File: src/rtl/fx_ctrl_pkg.sv
// Shared types and constants for the effects pedal control core.
// State codes, LED encodings and effect slot indices.
package fx_ctrl_pkg;

    typedef enum logic [2:0] {
        S_I2C  = 3'd0,
        S_PLAY = 3'd1,
        S_SET  = 3'd2,
        S_RECD = 3'd3,
        S_LOOP = 3'd4
    } state_e;

    localparam logic [8:0] LEDG_I2C  = 9'h100;
    localparam logic [8:0] LEDG_PLAY = 9'h001;
    localparam logic [8:0] LEDG_SET  = 9'h002;
    localparam logic [8:0] LEDG_RECD = 9'h004;
    localparam logic [8:0] LEDG_LOOP = 9'h008;

    localparam int FX_GATE = 0;
    localparam int COMP    = 1;
    localparam int DIST    = 2;
    localparam int EQ_B    = 3;
    localparam int EQ_T    = 4;
    localparam int TREM    = 5;
    localparam int CHOR    = 6;
    localparam int DEL     = 7;

    function automatic logic [8:0] ledg_of(input logic [2:0] s);
        logic [8:0] r;
        r = 9'h000;
        unique case (s)
            S_I2C:   r = LEDG_I2C;
            S_PLAY:  r = LEDG_PLAY;
            S_SET:   r = LEDG_SET;
            S_RECD:  r = LEDG_RECD;
            S_LOOP:  r = LEDG_LOOP;
            default: r = 9'h000;
        endcase
        return r;
    endfunction

endpackage

File: src/rtl/fx_control_core_key_conditioner.sv
// Push-button conditioner: 2-FF sync, debounce counter,
// one single-cycle pulse per accepted press.
module key_conditioner #(
    parameter int DEB_CYC = 30000
) (
    input  logic clk,
    input  logic rst_n,
    input  logic key_raw_i,
    output logic pulse_o
);

    localparam int CW = (DEB_CYC > 2) ? $clog2(DEB_CYC) : 1;
    localparam logic [CW-1:0] LAST = CW'(DEB_CYC - 1);
    localparam logic [CW-1:0] PRE  = CW'(DEB_CYC - 2);

    logic          meta_q;
    logic          sync_q;
    logic [CW-1:0] cnt_q;
    logic          pulse_q;

    // Counter parks at LAST while held, so only the PRE->LAST step fires.
    always_ff @(posedge clk or negedge rst_n) begin
        if (!rst_n) begin
            meta_q  <= 1'b0;
            sync_q  <= 1'b0;
            cnt_q   <= '0;
            pulse_q <= 1'b0;
        end else begin
            meta_q  <= key_raw_i;
            sync_q  <= meta_q;
            pulse_q <= sync_q && (cnt_q == PRE);
            if (!sync_q)
                cnt_q <= '0;
            else if (cnt_q != LAST)
                cnt_q <= cnt_q + CW'(1);
        end
    end

    assign pulse_o = pulse_q;

endmodule

File: src/rtl/fx_control_core.sv
// Effects pedal control core: key conditioning, mode FSM,
// effect level bank and indicator outputs.
module fx_control_core #(
    parameter int NUM_FX  = 8,
    parameter int LVL_W   = 3,
    parameter int DEB_CYC = 30000,
    parameter int WRAP    = 1,
    parameter logic [NUM_FX*LVL_W-1:0] RESET_LVL = 24'o00044002,
    localparam int SEL_W  = $clog2(NUM_FX)
) (
    input  logic                    i_AUD_BCLK,
    input  logic                    i_rst_n,
    input  logic                    i_i2c_done,
    input  logic                    i_key_val,
    input  logic                    i_key_loop,
    input  logic                    i_key_mode,
    input  logic                    i_dir,
    input  logic [SEL_W-1:0]        i_sel,
    input  logic [NUM_FX-1:0]       i_en,
    input  logic                    i_loop_full,
    output logic [2:0]              o_state,
    output logic [NUM_FX*LVL_W-1:0] o_levels,
    output logic [NUM_FX-1:0]       o_fx_en,
    output logic                    o_rec_en,
    output logic                    o_play_en,
    output logic                    o_loop_clr,
    output logic [8:0]              o_ledg,
    output logic [NUM_FX-1:0]       o_ledr,
    output logic [LVL_W-1:0]        o_cur_val
);

    import fx_ctrl_pkg::*;

    localparam logic [LVL_W-1:0]  LMAX   = '1;
    localparam logic [SEL_W:0]    NFX_W  = (SEL_W + 1)'(NUM_FX);
    localparam logic [NUM_FX-1:0] ONE_FX = NUM_FX'(1);

    logic              i2c_m_q, i2c_s_q;
    logic              dir_m_q, dir_s_q;
    logic [SEL_W-1:0]  sel_m_q, sel_s_q;
    logic [NUM_FX-1:0] en_m_q, en_s_q;
    logic              val_p, loop_p, mode_p;
    state_e            state_q, state_d;
    logic              clr_q;
    logic [LVL_W-1:0]  lvl_q [NUM_FX];
    logic              sel_ok, upd;
    logic [LVL_W-1:0]  lvl_sel;

    key_conditioner #(.DEB_CYC(DEB_CYC)) u_key_val (
        .clk(i_AUD_BCLK), .rst_n(i_rst_n), .key_raw_i(i_key_val), .pulse_o(val_p)
    );
    key_conditioner #(.DEB_CYC(DEB_CYC)) u_key_loop (
        .clk(i_AUD_BCLK), .rst_n(i_rst_n), .key_raw_i(i_key_loop), .pulse_o(loop_p)
    );
    key_conditioner #(.DEB_CYC(DEB_CYC)) u_key_mode (
        .clk(i_AUD_BCLK), .rst_n(i_rst_n), .key_raw_i(i_key_mode), .pulse_o(mode_p)
    );

    always_ff @(posedge i_AUD_BCLK or negedge i_rst_n) begin
        if (!i_rst_n) begin
            i2c_m_q <= 1'b0;
            i2c_s_q <= 1'b0;
            dir_m_q <= 1'b0;
            dir_s_q <= 1'b0;
            sel_m_q <= '0;
            sel_s_q <= '0;
            en_m_q  <= '0;
            en_s_q  <= '0;
        end else begin
            i2c_m_q <= i_i2c_done;
            i2c_s_q <= i2c_m_q;
            dir_m_q <= i_dir;
            dir_s_q <= dir_m_q;
            sel_m_q <= i_sel;
            sel_s_q <= sel_m_q;
            en_m_q  <= i_en;
            en_s_q  <= en_m_q;
        end
    end

    always_comb begin
        state_d = state_q;
        unique case (state_q)
            S_I2C:   if (i2c_s_q) state_d = S_PLAY;
            S_PLAY:  if (loop_p) state_d = S_RECD;
                     else if (mode_p) state_d = S_SET;
            S_SET:   if (mode_p) state_d = S_PLAY;
            S_RECD:  if (loop_p || i_loop_full) state_d = S_LOOP;
            S_LOOP:  if (loop_p) state_d = S_PLAY;
            default: state_d = S_PLAY;
        endcase
    end

    always_ff @(posedge i_AUD_BCLK or negedge i_rst_n) begin
        if (!i_rst_n) begin
            state_q <= S_I2C;
            clr_q   <= 1'b0;
        end else begin
            state_q <= state_d;
            clr_q   <= (state_d == S_RECD) && (state_q != S_RECD);
        end
    end

    function automatic logic [LVL_W-1:0] step(input logic [LVL_W-1:0] v,
                                              input logic dn);
        logic [LVL_W-1:0] r;
        if (!dn)
            r = (v == LMAX) ? ((WRAP != 0) ? '0 : LMAX) : v + LVL_W'(1);
        else
            r = (v == '0) ? ((WRAP != 0) ? LMAX : '0) : v - LVL_W'(1);
        return r;
    endfunction

    assign sel_ok  = {1'b0, sel_s_q} < NFX_W;
    assign upd     = (state_q == S_SET) && val_p && sel_ok;
    assign lvl_sel = sel_ok ? lvl_q[sel_s_q] : '0;

    always_ff @(posedge i_AUD_BCLK or negedge i_rst_n) begin
        if (!i_rst_n) begin
            for (int i = 0; i < NUM_FX; i++)
                lvl_q[i] <= RESET_LVL[i*LVL_W +: LVL_W];
        end else if (upd) begin
            lvl_q[sel_s_q] <= step(lvl_q[sel_s_q], dir_s_q);
        end
    end

    for (genvar g = 0; g < NUM_FX; g++) begin : g_lv
        assign o_levels[g*LVL_W +: LVL_W] = lvl_q[g];
    end

    assign o_state    = state_q;
    assign o_fx_en    = en_s_q;
    assign o_rec_en   = (state_q == S_RECD);
    assign o_play_en  = (state_q == S_LOOP);
    assign o_loop_clr = clr_q;
    assign o_ledg     = ledg_of(state_q);
    assign o_ledr     = (state_q != S_SET) ? en_s_q :
                        sel_ok ? (ONE_FX << sel_s_q) : '0;
    assign o_cur_val  = (state_q == S_SET) ? lvl_sel : '0;

endmodule
File: config.mk
export PLATFORM = sky130hd
export DESIGN_NAME = fx_control_core
export DESIGN_NICKNAME = d
export VERILOG_FILES = /design/src/rtl/fx_ctrl_pkg.sv /design/src/rtl/fx_control_core_key_conditioner.sv /design/src/rtl/fx_control_core.sv
export SDC_FILE = /design/constraint.sdc
export NUM_CORES = 1
export LEC_CHECK = 0
export ABC_AREA = 1
export BUFFER_PORTS_ARGS = -buffer_cell sky130_fd_sc_hd__buf_2
export CAP_MARGIN = 5
export CORE_MARGIN = 2
export CORE_UTILIZATION = 51
export DETAILED_ROUTE_END_ITERATION = 10
export HOLD_SLACK_MARGIN = 0.1
export PLACE_DENSITY = 0.86
export SLEW_MARGIN = 40
export SYNTH_ARGS = -nofsm -noshare
export SYNTH_HDL_FRONTEND = slang
export SYNTH_SLANG_ARGS = --single-unit
File: constraint.sdc
create_clock -name i_AUD_BCLK -period 1.8 [get_ports i_AUD_BCLK]
set_input_delay 0.09 -clock i_AUD_BCLK [delete_from_list [all_inputs] [get_ports i_AUD_BCLK]]
set_output_delay 0.09 -clock i_AUD_BCLK [all_outputs]
set_load 0.02 [all_outputs]
After elaboration in Yosys (flattened, before gate mapping)
Cells that the tools add are included.

word-level totals
  bits in registers = 108
  bits in latches = 0
  memory bits (writable) = 0
  memory bits (read-only) = 0
  bits of input ports = 19
  output and inout port bits = 58
  word-level logic and storage cells = 91
  memories kept = 0

operators by class
  add/subtract/negate cells = 5
  multipliers = 0
  divide/modulo/power cells = 0
  $lt $le $gt $ge = 2
  eq/ne operators = 17
  shift operators = 1
  muxes and demuxes = 26
  bitwise logic cells = 1
  reductions and logical operators = 9

operators by type and width
  kind                                                                     count
  15-bit two-way mux                                                       6
  15-bit by 1-bit adder with 15-bit output, second input constant          3
  15-bit == test, second input constant                                    3
  15-bit inequality test, second input constant                            3
  9-bit one-hot mux with 5 select lines                                    1
  3-bit two-way mux                                                        14
  24-bit bitwise mux                                                       1
  3-bit one-hot mux with 5 select lines                                    1
  3-bit binary-select mux with 3-bit select                                1
  3-bit demux with 3-bit select                                            1
  3-bit by 2-bit == test with 1-bit output, second input constant          3
  8-bit two-way mux                                                        1
  1-bit by 3-bit << shifter with 8-bit output, first input constant        1
  3-bit == test, second input constant                                     2
  1-bit logical AND                                                        6
  3-bit logical NOT                                                        2
  2-bit inequality test, second input constant                             3
  3-bit by 2-bit inequality test with 1-bit output, second input constant  2
  4-bit >= comparator, second input constant                               1
  4-bit by 1-bit < comparator with 1-bit output, second input constant     1
  3-bit NOT with 4-bit output                                              1
  3-bit by 1-bit adder with 3-bit output, second input constant            1
  3-bit by 1-bit == test with 1-bit output, second input constant          1
  3-bit by 1-bit subtractor with 3-bit output, second input constant       1
  1-bit logical OR                                                         1

Longest topological paths before layout
  depth after elaboration = 9
  mapped depth = 14
  depth with buffers taken out = 13

Modules after synthesis
A second synthesis with hierarchy kept.

second synthesis, totals
  cell total of the unflattened synthesis = 719
  area, all modules = 5539.1 um^2

modules (own cells, without submodules)
  module           instances  cells each  area each (um^2)  sequential area each (um^2)
  key_conditioner  3          145         1033.5            450.4
  fx_control_core  1          284         2438.6            1355.0

Worst setup path before layout
No wires, ideal clock.

  path kind = flip-flop to flip-flop
  start point = reg sel_s_q[0]
  end point = reg lvl_q, in the netlist o_levels[17]
  setup time = 116 ps
  arrival = 1865 ps
  required time = 1684 ps
  slack = -182 ps
  cell stages (with the launch flop) = 14
  buffers on the path = 1
  period minus slack after synthesis = 1982 ps
  cell sequence = dfrtp_1 -> buf_6 -> inv_4 -> nor2_4 -> a22oi_1 -> o221ai_1 -> o21ai_1 -> inv_1 -> ha_1 -> ha_1 -> nand2_1 -> nand2_2 -> nand2_1 -> nand2_1

between the ends
  cells in the longest elaborated chain, start to end = 9
  elaborated cells between the ends (all ways) = 18
  those cells by class = add/sub (2); order compare (2); eq/ne (1); mux (10); bitwise (1); reduce/logical (2)

RTL lines
  what                                                                  RTL line                                        text
  from (decl)                                                           fx_control_core.sv:40                           logic [SEL_W-1:0] sel_m_q, sel_s_q;
  from (signal assigned)                                                fx_control_core.sv:75                           sel_s_q <= sel_m_q;
  3-bit NOT with 4-bit output (implied by the code) (*)                 fx_control_core.sv:123                          lvl_q[sel_s_q] <= step(lvl_q[sel_s_q], dir_s_q);
  3-bit binary-select mux with 3-bit select                             fx_control_core.sv:123
  3-bit two-way mux (implied by the code) (2 in a row)                  fx_control_core.sv:123
  3-bit by 1-bit adder with 3-bit output, or another cell as far along  fx_control_core.sv:108                          r = (v == LMAX) ? ((WRAP != 0) ? '0 : LMAX) : v + LVL_W'(1);
  3-bit two-way mux (on tied branches)                                  fx_control_core.sv:108, fx_control_core.sv:110
  3-bit two-way mux                                                     fx_control_core.sv:107                          if (!dn)
  3-bit two-way mux                                                     fx_control_core.sv:122                          end else if (upd) begin
  24-bit bitwise mux (*)                                                fx_control_core.sv:123
  to (signal, indexed assignment)                                       fx_control_core.sv:121                          lvl_q[i] <= RESET_LVL[i*LVL_W +: LVL_W];
  to (signal, indexed assignment)                                       fx_control_core.sv:123
  to (decl)                                                             fx_control_core.sv:45                           logic [LVL_W-1:0] lvl_q [NUM_FX];

Mark *: on every way between the ends. The rest lies on a longest branch, timed or not. The select of a mux whose other input is x is not followed.
A chain may end at the register's enable or synchronous reset.

Final worst setup path
  start point = reg sel_s_q[1]
  end point = reg lvl_q, in the netlist o_levels[6]

Same word-level chain as after synthesis.

==> results.tsv <==
metric	value	unit
status	finished, violations left	
violations	setup timing	
ir_drop	0.0003869	V
drive_above_1_share	31.14	%
clock_latency	380	ps
drc	0	
cts_made_buffers	9	
grt_first_pass_wirelength	20840	µm
start_kind	flip-flop	
leakage	3.247	nW
dieArea	10770	µm²
syn2layout_area_growth	31.57	%
final_nets	769	
hold_slack	195.6	ps
placed_cell_area	5802	µm²
pre_cts_slack	-276.0	ps
grt_pass1_vias	4405	
drv_cap	0	
clk_pin_slew_worst_paths	110	ps
fin_worst_skew	14.42	ps
holdCritPathClass	in -> async	
setup_ws	-267.1	ps
finalCriticalPeriod	2067	ps
gp_congestion	0.9540	
portBuffers	72	
grt_use_total	24.02	%
via_per_inst	5.284	
cellPowerDensity	696.6	nW/µm²
cts_tree	done	
wirelength	13260	µm
yosysSeqAreaShare	53.30	%
die_w	103.8	µm
hold_viol	0	
antenna_cells	0	
wl_per_cell	15.10	µm
syn-cell-area	5077	µm²
cts-root-buf	clkbuf_8	
design_area	6680	µm²
cts_buffer_depth	2	
synth_warnings	0	
setup_viol	33	
r2r-start	sel_s_q[1]	
endpoint_kind	flip-flop	
firstDrtPassIters	5	
grt_setup_unrepaired	true	
ys_async_sr_fraction	100.0	%
max_freq	483.8	MHz
initial_core_util	52.19	%
crit_arrival	2380	ps
cts.sinks	108	
ys.flop_type	dfrtp_1	
globalRouteOverflowTotal	0	
cp_max_fo	8	
yosys.cell_types.count	39	
synth_edf_count	0	
grt_max_degree	43	
io_pins	77	
syn_inst	601	
syn_area_per_cell	8.448	µm²
row_count	36	
fin_cells	878	
synth_area_leaders	dfrtp_1, nand2_1, inv_1	
crit_required	2120	ps
drt_iter0_drc	241	
antenna_found_initial	0	
hpwl	8769	µm
yosys.area.top_type	dfrtp_1	
fp.dieH	103.8	µm
postRouteAntennaNets	0	
core	9729	µm²
path_class	reg -> reg	
post-route-period-util	114.8	%
dp.cells	824	
htreeDepth	3	
vias	4639	
ys_ff_latch	108	
critPathLaunch	sel_s_q[1]	
finalMaxSlewViolations	0	
synth_top_cell_area_share	51.75	%
[where the power goes]
part | switching, mW | internal (mW)
logic | 0.255 | 0.179
clock network | 0.855 | 0.837
registers | 0.0512 | 2.48
[layout by cell type (no fill, tap or decap), drive strengths merged]
cell type    Yosys  final
a21oi           18     18
a22oi            3      3
a31oi            1      1
buf              8    119
bufinv           0      2
clkbuf           4     10
clkinv           0      3
conb             1      4
dfrtp          105    105
dfstp            3      3
dlygate4sd3      0     18
ha              10     10
inv             85     86
mux2             1      1
nand2          152    152
nand3           33     33
nand4           13     13
nor2            74     74
nor3            21     21
nor3b            1      1
nor4             5      5
o2111ai          1      1
o21a             2      2
o21ai           44     44
o221ai           1      1
o31ai            4      4
or2              3      3
xnor2            2      2
xor2             6      6
[worst max-delay path, stage by stage, from the launching register on]
cell     delay (ps)
dfrtp_1         440
buf_6           160
nand2_2         120
nor2_1           60
a21oi_1         180
nand3_2         140
nand2_4         120
inv_4            40
ha_4            150
ha_4            150
nand2_2          60
nand2_2          60
nand2_4         140
nand2_2          90
nand2_2          90
[sequential cells by signal, summed over array words and instances (netlist names), 8 cells and up]
register	cells
u_key_loop.cnt_q	15
o_fx_en	8
o_levels	24
en_m_q	8
u_key_val.cnt_q	15
u_key_mode.cnt_q	15
[kinds of logic after synthesis]
kind of cell	count (synthesis)	synth area share [%]
AOI/OAI and AO/OA	74	7.984
other	1	0.07386
adders and majority gates	10	2.464
xor gates and xnor gates	8	1.380
and+or+nand+nor	302	26.71
buffers and inverters	97	7.861
muxes	1	0.2218
DFF	108	53.30
[per-layer routing]
| layer | track usage [%] | part of all wire (%) | vias to the layer above |
|---|---|---|---|
| li1 | - | - | 2183 |
| met1 | 30.39 | 40 | 2244 |
| met2 | 41.63 | 51 | 180 |
| met3 | 4.909 | 5.9 | 32 |
| met4 | 7.529 | 2.6 | 0 |
| met5 | 0 | 0 | - |
[repair_timing]
item                                    4_1_cts  5_1_grt
hold endpoints to repair                     99        0
endpoints found under the setup margin       35       35
cloned                                        0        0
pin swaps                                     7       18
hold buffers                                 18        0
gates resized for setup                      29       74
buffers inserted                              7       13
[stage by stage]
step	total power, mW	utilization [%]	TNS (ps)
after floorplan	2.735	-	-1075
after global placement	2.883	59.63	-4831
after detailed placement	2.897	59.63	-5819
after CTS	4.604	65.20	-4751
after global routing	4.825	68.66	-8793
final	4.654	68.66	-6295
[synth_stat cells, drive strengths merged, types with 2 or more instances]
library cell and count:
xor2 6, buf 8, nand4 13, nor2 74
dfrtp 105, o31ai 4, a21oi 18, nand2 152
nand3 33, dfstp 3, nor4 5, ha 10
clkbuf 4, a22oi 3, or2 3, xnor2 2
o21a 2, nor3 21, inv 85, o21ai 44
[path summary, 6_finish.rpt]
path / end / slack (ps) / cells after the start
min in group i_AUD_BCLK: sel_m_q[1] / 340 / 2
max: o_levels[6] / -270 / 14
max reg2reg: o_levels[6] / -270 / 14
min: o_levels[7] / 200 / 2
max in group asynchronous: u_key_val.cnt_q[1] / 920 / 3
min reg2reg: o_fx_en[6] / 350 / 0
[final cells by class]
cell class,count,area (µm²)
Inverter,85,334.1
Clock buffer,10,137.6
Tap cell,133,166.4
Sequential cell,108,2708
Fill cell,716,3049
Clock inverter,6,93.84
Timing Repair Buffer,137,1007
Multi-Input combinational cell,399,2233
Power figures use the tool's default switching activity.
